File: src/rtl/decoder_defs.sv
// Shared definitions for the one-hot decoder: FSM encodings and the index-to-line helper.
package decoder_defs;

  localparam logic [0:0] ST_IDLE = 1'b0;
  localparam logic [0:0] ST_HOLD = 1'b1;

  // Widest one-hot vector the helper can produce (8-bit index).
  localparam int unsigned ONEHOT_MAX_W = 256;

  function automatic logic [ONEHOT_MAX_W-1:0] onehot(input logic [7:0] idx);
    logic [ONEHOT_MAX_W-1:0] v;
    v      = '0;
    v[idx] = 1'b1;
    return v;
  endfunction

endpackage

File: src/rtl/sat_counter.sv
// Saturating up-counter with synchronous clear; clear takes effect before the increment.
module sat_counter #(
  parameter int unsigned CNT_W = 8
) (
  input  logic             clk,
  input  logic             rst_n,
  input  logic             clr,
  input  logic             inc,
  output logic [CNT_W-1:0] cnt
);

  logic [CNT_W-1:0] cnt_q;
  logic [CNT_W-1:0] cnt_d;

  always_comb begin
    cnt_d = cnt_q;
    if (clr) begin
      cnt_d = inc ? CNT_W'(1) : '0;
    end else if (inc && (cnt_q != '1)) begin
      cnt_d = cnt_q + CNT_W'(1);
    end
  end

  always_ff @(posedge clk or negedge rst_n) begin
    if (!rst_n) begin
      cnt_q <= '0;
    end else begin
      cnt_q <= cnt_d;
    end
  end

  assign cnt = cnt_q;

endmodule

File: src/rtl/onehot_decoder_hold.sv
// Decodes an accepted binary index to a registered one-hot line held for HOLD_CYC cycles,
// with per-line saturating hit counters.
module onehot_decoder_hold
  import decoder_defs::*;
#(
  parameter  int unsigned IDX_W    = 2,
  parameter  int unsigned HOLD_CYC = 4,
  parameter  int unsigned CNT_W    = 8,
  localparam int unsigned N        = 2 ** IDX_W
) (
  input  logic               clk,
  input  logic               rst_n,
  input  logic               valid_in,
  input  logic [IDX_W-1:0]   idx_in,
  output logic               ready_out,
  input  logic               clr_cnt,
  output logic [N-1:0]       y_out,
  output logic               y_valid,
  output logic [N*CNT_W-1:0] hit_cnt
);

  localparam int unsigned HW = $clog2(HOLD_CYC + 1);
  localparam logic [HW-1:0] HOLD_LOAD = HW'(HOLD_CYC - 1);

  if (HOLD_CYC < 1) begin : g_bad_hold
    $error("onehot_decoder_hold: HOLD_CYC must be >= 1");
  end
  if ((IDX_W < 1) || (IDX_W > 8)) begin : g_bad_idx
    $error("onehot_decoder_hold: IDX_W must be in 1..8");
  end

  logic [0:0]    state_q, state_d;
  logic [HW-1:0] hold_q, hold_d;
  logic [N-1:0]  y_q, y_d;
  logic          yv_q, yv_d;
  logic          accept;
  logic [N-1:0]  line_sel;

  // IDLE always has hold_q==0, so one term covers both states.
  assign ready_out = (state_q == ST_IDLE) || (hold_q == '0);
  assign accept    = valid_in && ready_out;
  assign line_sel  = N'(onehot(8'(idx_in)));

  always_comb begin
    state_d = state_q;
    hold_d  = hold_q;
    y_d     = y_q;
    yv_d    = yv_q;
    unique case (state_q)
      ST_IDLE: begin
        if (accept) begin
          y_d     = line_sel;
          yv_d    = 1'b1;
          hold_d  = HOLD_LOAD;
          state_d = ST_HOLD;
        end
      end
      ST_HOLD: begin
        if (hold_q != '0) begin
          hold_d = hold_q - HW'(1);
        end else if (accept) begin
          // Reload directly so the output never drops to zero between decodes.
          y_d    = line_sel;
          yv_d   = 1'b1;
          hold_d = HOLD_LOAD;
        end else begin
          y_d     = '0;
          yv_d    = 1'b0;
          state_d = ST_IDLE;
        end
      end
      default: begin
        y_d     = '0;
        yv_d    = 1'b0;
        hold_d  = '0;
        state_d = ST_IDLE;
      end
    endcase
  end

  always_ff @(posedge clk or negedge rst_n) begin
    if (!rst_n) begin
      state_q <= ST_IDLE;
      hold_q  <= '0;
      y_q     <= '0;
      yv_q    <= 1'b0;
    end else begin
      state_q <= state_d;
      hold_q  <= hold_d;
      y_q     <= y_d;
      yv_q    <= yv_d;
    end
  end

  assign y_out   = y_q;
  assign y_valid = yv_q;

  for (genvar k = 0; k < N; k++) begin : g_cnt
    sat_counter #(
      .CNT_W(CNT_W)
    ) u_cnt (
      .clk  (clk),
      .rst_n(rst_n),
      .clr  (clr_cnt),
      .inc  (accept && (idx_in == IDX_W'(k))),
      .cnt  (hit_cnt[k*CNT_W +: CNT_W])
    );
  end

endmodule

File: config.mk
export PLATFORM = sky130hd
export DESIGN_NAME = onehot_decoder_hold
export DESIGN_NICKNAME = d
export VERILOG_FILES = /design/src/rtl/decoder_defs.sv /design/src/rtl/sat_counter.sv /design/src/rtl/onehot_decoder_hold.sv
export SDC_FILE = /design/constraint.sdc
export NUM_CORES = 1
export LEC_CHECK = 0
export CAP_MARGIN = 20
export CORE_UTILIZATION = 50
export CTS_BUF_LIST = sky130_fd_sc_hd__clkbuf_4 sky130_fd_sc_hd__clkbuf_8 sky130_fd_sc_hd__clkbuf_16
export DETAILED_ROUTE_END_ITERATION = 7
export GPL_TIMING_DRIVEN = 0
export PLACE_DENSITY = 0.77
export SKIP_LAST_GASP = 1
export SYNTH_ARGS = -nofsm -noshare
export SYNTH_HDL_FRONTEND = slang
export SYNTH_HIERARCHICAL = 1
export SYNTH_SLANG_ARGS = --single-unit
export TNS_END_PERCENT = 100
File: constraint.sdc
create_clock -name clk -period 2.39 [get_ports clk]
set_input_delay 0.478 -clock clk [delete_from_list [all_inputs] [get_ports clk]]
set_output_delay 0.478 -clock clk [all_outputs]
set_load 0.01 [all_outputs]
==> results of run 1 <==
flip-flops by register name, indices dropped and copies added (netlist names):
signal and count:
g_cnt.u_cnt/cnt 32, y_valid 1, state_q 1, hold_q 3, y_out 4
timing repair:
item                       in CTS  in global routing
cloned                          0                  0
pin swaps                       0                  1
gates resized for setup         4                  2
setup endpoints to repair      11                  6
where the power goes:
part | internal [uW] | leakage (uW) | switching [uW]
sequential | 768 | 0.000557 | 69.2
clock | 242 | 0.0000498 | 237
combinational | 248 | 0.000640 | 266
cells in the mapped netlist, drive strengths merged, types with 5 or more instances:
library cell,instances
dfrtp,41
a21oi,24
nand2b,18
nand2,16
and3,12
inv,12
o21ai,11
nand3,8
nand4,8
nor3b,8
or3,8
buf,6
ha,6
o211ai,6
a211oi,5
clkbuf,5
routing by layer:
metal	share of wire, %	up-vias
li1	-	1044
met1	47	1017
met2	48	47
met3	4.2	6
met4	1.2	0
met5	0	-
path summary, 6_finish.rpt:
| check | startpoint | slack [ps] | cells past startpoint | to |
|---|---|---|---|---|
| max | idx_in[1] | 120 | 6 | g_cnt[2].u_cnt/cnt[5] |
| min | rst_n | 130 | 1 | y_valid |
| max reg2reg | hold_q[0] | 160 | 8 | g_cnt[0].u_cnt/cnt[5] |
| min reg2reg | hold_q[0] | 480 | 1 | hold_q[0] |
| max in group asynchronous | rst_n | 1770 | 2 | g_cnt[2].u_cnt/cnt[3] |
| min in group clk | hold_q[0] | 480 | 1 | hold_q[0] |
worst max-delay path, stage by stage:
cell             delay (ps)
clkdlybuf4s50_1         670
and2_1                  270
nor3b_4                 330
nand4_2                 210
a2111oi_2               370
nor3b_1                  90
area by class of cell:
class,count,share of cell area (%)
buffer,11,1.911
inverter,12,1.463
sequential,41,33.33
tap,54,2.195
clock buffer,8,2.967
multi-input combinational,184,43.46
timing repair buffer,44,14.67
stage by stage:
stage	utilization (%)	setup WS (ps)	TNS (ps)	instance area, sq um	hold WS [ps]
floorplan	-	236.2	0	2439	182.4
global placement	62.59	-501.1	-15780	2937	462.7
detailed placement	63.07	-524.2	-5856	2959	473.2
CTS	65.28	-3.250	-3.250	3063	139.6
global route	65.60	-19.28	-19.28	3078	172.7
finish	65.60	121.9	0	3078	133.4
logic make-up (layout without fill, tap and decap cells):
kind of cell             Yosys count  count (layout)  share of synthesized area, %
AO/OA/AOI/OAI                     75              75                         22.06
adder cells (fa/ha/maj)            6               6                         3.078
buffers and inverters             23              75                         4.259
flip-flops                        41              41                         42.07
multiplexers                       4               4                         1.642
AND/OR/NAND/NOR                   99              99                         26.89
==> key figures, run 1 <==
Placed design
  • DP Cell Count: 346
  • Port-buffer cells: 43
  • Routability congestion estimate from global placement: 0.7921
  • DP HPWL: 3740 um

Synthesis
  • Most used DFF post-synth: dfrtp_1
  • Number of synthesis warnings: 6
  • Mapped Area: 0.002439 sq mm
  • Largest cells by area after synthesis: dfrtp_1 42%, a21oi_1 4.9%, nand2b_1 4.4%
  • Post-synth top area cell: dfrtp_1
  • Syn_area_per_cell: 9.833 sq um
  • Post-synth ARST share: 100.0%
  • Count of cell types in the netlist: 41
  • Post-synth EDFFs: 0
  • Sequential cell area fraction in the yosys report: 42.07%
  • Cells after Synth: 248
  • Area share of the largest cell type after synthesis: 42.07%
  • Synth Register Bits: 41
  • Syn Nets: 260

Clock network
  • Max Buffers Root-to-Sink: 2
  • Post-CTS Setup Inserts: 0
  • # clock sinks: 41
  • CTS Buf Count: 5
  • Insertion delay to the later sink of the worst-skew pair: 290 ps
  • CTS tree: built
  • CTS H-tree lvls: 2
  • Root Buffer: clkbuf_8
  • Clock transition at path regs: 80 ps
  • CTS Hold Buffers Added: 0

Cells and area
  • Fillers: 408
  • Reg area: 0.001026 sq mm
  • Layout cells sized above 1: 13.67%
  • Antenna Diode Count: 0
  • Area of the multi-input gates: 0.001338 sq mm
  • Final #Nets: 311
  • Synth-to-layout area growth: 26.22%
  • Non-Filler Instances: 354
  • Most frequent cells in the layout: 41 x dfrtp_1, 41 x clkdlybuf4s50_1, 24 x a21oi_1, 17 x nand2b_1, 16 x nand2_1

STA
  • Worst-margin pin slew: 485.9 ps
  • Layout Skew: 4.280 ps
  • Fmax: 440.9 MHz
  • Fin. Hold Viols: 0
  • Max Slew Vio Count: 0
  • Fin crit period: 2268 ps
  • RSZ-0062 raised after global routing: true
  • Rel. slew slack: 67.61%
  • Setup-failing EPs final: 0
  • Period utilization: 94.90%

Setup path
  • Kind of critical path: primary input to flop
  • Startpoint Class: primary input
  • Crit. End Element: flop
  • CP max FO: 7
  • Req. time, crit path: 2550 ps
  • CP arrival: 2430 ps

Power and ir drop
  • Overall power: 1830 uW
  • Leakage: 0.001247 uW
  • PwrDens: 594.6 mW/mm^2
  • Worst VDD drop: 0.3573 mV

GRT
  • Overflow after GRT: 0
  • Met1 Use GR: 29.41%
  • Largest net degree at the start of global routing: 24
  • Gr busiest metal: met2
  • GRT Resource Usage Total: 22.54%
  • GR Layer Usage met2: 37.00%
  • Global-route wire length before repair: 9142 um
  • M3 GR Usage: 5.204%
  • Initial antenna violation count: 0
  • Number of global-route vias before repair: 2021

Drt
  • Via count: 2114
  • Remaining routing DRC violations: 0
  • Antenna Violating Nets Remaining: 0
  • Drt first pass iters: 7
  • Drt total wl: 5289 um
  • Starting DRT DRC Count: 146
  • Via density: 5.972
  • Wire per inst: 14.94 um

Floorplanning
  • Core area: 0.004692 sq mm
  • # IOs: 44
  • FP Rows: 25
  • Initial Util: 51.97%
  • Width of the die: 71.84 um
  • Die ar.: 0.005160 sq mm
  • Die Span Y: 71.84 um

Outcome
  • Status: finished, final reports clean

Job
  • Max-cap viol count: 0

Min path
  • Hold WC Path Type: primary input to async pin
No activity file was read; power rests on OpenSTA's default activity.
==> run 2: changes to the inputs <==
ABC_AREA = 1   (was not set)
PLACE_DENSITY = 0.76   (was 0.77)
==> key figures, run 2 <==
STA
  • Setup-failing EPs final: 0 (unchanged)
  • Worst-margin pin slew: 740.6 ps (was 485.9 ps)
  • Period utilization: 92.71% (was 94.90%)
  • Max Slew Vio Count: 0 (unchanged)
  • Fmax: 451.3 MHz (was 440.9 MHz)
  • RSZ-0062 raised after global routing: false (was true)
  • Fin. Hold Viols: 0 (unchanged)
  • Fin crit period: 2216 ps (was 2268 ps)
  • Rel. slew slack: 50.47% (was 67.61%)
  • Layout Skew: 9.914 ps (was 4.280 ps)
  • Setup_tns: 0 ps (unchanged)
  • Final worst slack: 174.2 ps (was 121.9 ps)

GRT
  • Global-route wire length before repair: 8728 um (was 9142 um)
  • Met1 Use GR: 30.04% (was 29.41%)
  • GR Layer Usage met2: 32.30% (was 37.00%)
  • Largest net degree at the start of global routing: 25 (was 24)
  • M3 GR Usage: 3.429% (was 5.204%)
  • Number of global-route vias before repair: 1946 (was 2021)
  • Overflow after GRT: 0 (unchanged)
  • GRT Resource Usage Total: 20.92% (was 22.54%)
  • Gr busiest metal: met2 (unchanged)
  • Initial antenna violation count: 0 (unchanged)

Floorplanning
  • Initial Util: 52.75% (was 51.97%)
  • # IOs: 44 (unchanged)
  • Die ar.: 0.005371 sq mm (was 0.005160 sq mm)
  • Core area: 0.004817 sq mm (was 0.004692 sq mm)
  • FP Rows: 25 (unchanged)
  • Die Span Y: 73.29 um (was 71.84 um)
  • Width of the die: 73.29 um (was 71.84 um)

Power and ir drop
  • PwrDens: 620.3 mW/mm^2 (was 594.6 mW/mm^2)
  • Worst VDD drop: 0.4584 mV (was 0.3573 mV)
  • Leakage: 0.001621 uW (was 0.001247 uW)
  • Overall power: 1969 uW (was 1830 uW)

Cells and area
  • Final #Nets: 395 (was 311)
  • Commonest non-fill, non-tap cell in the layout: nand2_1
  • Synth-to-layout area growth: 24.91% (was 26.22%)
  • Antenna Diode Count: 0 (unchanged)
  • Max reg flops: 32 (unchanged)
  • Fillers: 442 (was 408)
  • Most frequent cells in the layout: 87 x nand2_1, 52 x nand3_1, 43 x inv_1, 42 x clkdlybuf4s50_1, 41 x dfrtp_1 (was 41 x dfrtp_1, 41 x clkdlybuf4s50_1, 24 x a21oi_1, 17 x nand2b_1, 16 x nand2_1)
  • Reg area: 0.001026 sq mm (unchanged)
  • Layout cells sized above 1: 13.05% (was 13.67%)
  • Fin util: 65.90% (was 65.60%)
  • Area of the multi-input gates: 0.001335 sq mm (was 0.001338 sq mm)
  • Fin area: 0.003174 sq mm (was 0.003078 sq mm)

Placed design
  • Port-buffer cells: 43 (unchanged)
  • DP HPWL: 3837 um (was 3740 um)
  • DP Worst Slack: 20.76 ps (was -524.2 ps)
  • Post-DP Area: 0.003070 sq mm (was 0.002959 sq mm)
  • Routability congestion estimate from global placement: 0.8547 (was 0.7921)

Min path
  • Hold WC Path Type: primary input to async pin (unchanged)

Job
  • Max-cap viol count: 0 (unchanged)

Synthesis
  • Synth Register Bits: 41 (unchanged)
  • Area share of the largest cell type after synthesis: 40.37% (was 42.07%)
  • Syn_area_per_cell: 7.654 sq um (was 9.833 sq um)
  • Sequential cell area fraction in the yosys report: 40.37% (was 42.07%)
  • Cells after Synth: 332 (was 248)
  • Most used DFF post-synth: dfrtp_1 (unchanged)
  • Most frequent cell after synthesis: nand2_1 (was dfrtp_1)
  • Post-synth top area cell: dfrtp_1 (unchanged)
  • Syn Nets: 344 (was 260)
  • Post-synth EDFFs: 0 (unchanged)
  • Post-synth ARST share: 100.0% (unchanged)
  • Count of cell types in the netlist: 22 (was 41)
  • Mapped Area: 0.002541 sq mm (was 0.002439 sq mm)
  • Number of synthesis warnings: 6 (unchanged)
  • Largest cells by area after synthesis: dfrtp_1 40%, nand2_1 13%, nand3_1 10% (was dfrtp_1 42%, a21oi_1 4.9%, nand2b_1 4.4%)
  • Post-synth top cells: 87 x nand2_1, 52 x nand3_1, 43 x inv_1 (was 41 x dfrtp_1, 24 x a21oi_1, 17 x nand2b_1)

Drt
  • Drt total wl: 5254 um (was 5289 um)
  • Starting DRT DRC Count: 121 (was 146)
  • Drt first pass iters: 4 (was 7)
  • Antenna Violating Nets Remaining: 0 (unchanged)
  • Via count: 2243 (was 2114)
  • Remaining routing DRC violations: 0 (unchanged)
  • Via density: 4.984 (was 5.972)
  • Wire per inst: 11.68 um (was 14.94 um)

Setup path
  • CP max stage cell: clkdlybuf4s50_1 (unchanged)
  • Crit. End Element: primary output (was flop)
  • Startpoint Class: flop (was primary input)
  • CP arrival: 1740 ps (was 2430 ps)
  • Kind of critical path: flop to primary output (was primary input to flop)
  • Cell family with most CP delay: buffers and inverters (was simple AND/OR/NAND/NOR gates)
  • Req. time, crit path: 1910 ps (was 2550 ps)
  • Slowest stage delay, CP: 550 ps (was 670 ps)
  • CP bufs+invs: 2 (was 1)
  • CP max FO: 10 (was 7)
  • Worst path cell trace: inv_1, ha_1, nand2_2, nand2_4, clkdlybuf4s50_1 (was clkdlybuf4s50_1, and2_1, nor3b_4, nand4_2, a2111oi_2, nor3b_1)

Clock network
  • Clock transition at path regs: 80 ps (about the same)
  • Post-CTS sizing: 0 (was 4)
  • CTS Buf Count: 5 (unchanged)
  • # clock sinks: 41 (unchanged)
  • CTS Hold Buffers Added: 0 (unchanged)
  • Insertion delay to the later sink of the worst-skew pair: 290 ps (about the same)
  • CTS H-tree lvls: 2 (unchanged)
  • Root Buffer: clkbuf_8 (unchanged)
  • Max Buffers Root-to-Sink: 2 (unchanged)
  • Post-CTS Setup Inserts: 0 (unchanged)
  • CTS tree: built (unchanged)

Outcome
  • Status: finished, final reports clean (unchanged)
==> run 2: cell count changes after synthesis, moves of 10 or more <==
| cell | delta |
|---|---|
| inv_1 | +31 |
| nand2_1 | +71 |
| and3_1 | -12 |
| nand2b_1 | -17 |
| nor2_1 | +26 |
| a21oi_1 | -16 |
| o21ai_0 | -11 |
| nand2_2 | +10 |
| nand3_1 | +44 |
==> run 2: power breakdown <==
group | internal [uW] | switching (uW) | leakage [uW]
combinational | 259 | 312 | 0.00101
clock | 304 | 233 | 0.0000540
sequential | 787 | 74.9 | 0.000556
==> run 2: per-stage QoR <==
stage,hold slack (ps),cells
floorplan,182.4,332
global placement,462.0,442
finish,116.5,450
global route,134.7,450
CTS,125.0,450
detailed placement,443.3,443
==> run 2: cells by family (layout without fill, tap and decap cells) <==
group,count (synthesis),after routing,share of synthesized area (%)
buffers and inverters,48,99,7.090
XOR/XNOR,5,5,1.723
AO/OA/AOI/OAI,21,21,5.712
adder cells (fa/ha/maj),6,6,2.954
flip-flops,41,41,40.37
AND/OR/NAND/NOR,211,211,42.15
==> run 2: worst reg2reg max path: cells and delay by family (launching register included) <==
kind / cells / cell delay [ps]
AOI/OAI and AO/OA: 1 / 310
adders and majority gates: 1 / 200
buffers and inverters: 2 / 410
DFF: 1 / 380
and+or+nand+nor: 5 / 520
==> run 2: path summary, 6_finish.rpt <==
check	from	to	slack [ps]	cells after the start
min in group clk	hold_q[0]	hold_q[0]	480	2
setup reg to reg	hold_q[0]	g_cnt[3].u_cnt/cnt[0]	500	9
setup / recovery	hold_q[0]	ready_out	170	5
hold reg to reg	hold_q[0]	hold_q[0]	480	2
max in group asynchronous	rst_n	g_cnt[1].u_cnt/cnt[0]	1810	2
hold / removal	rst_n	g_cnt[3].u_cnt/cnt[7]	120	1
==> run 2: metal layers <==
metal | part of all wire (%) | vias up
li1 | - | 1164
met1 | 49 | 1028
met2 | 46 | 46
met3 | 3.4 | 5
met4 | 1.1 | 0
met5 | 0 | -
==> run 2: final cells by class <==
class                   instances  area share [%]
clock buffers                   5           2.168
clock inverters                 2           1.104
inverters                      48           5.676
multi-input cells             243           42.06
flip-flops and latches         41           32.32
well taps                      67           2.641
repair buffers                 44           14.03
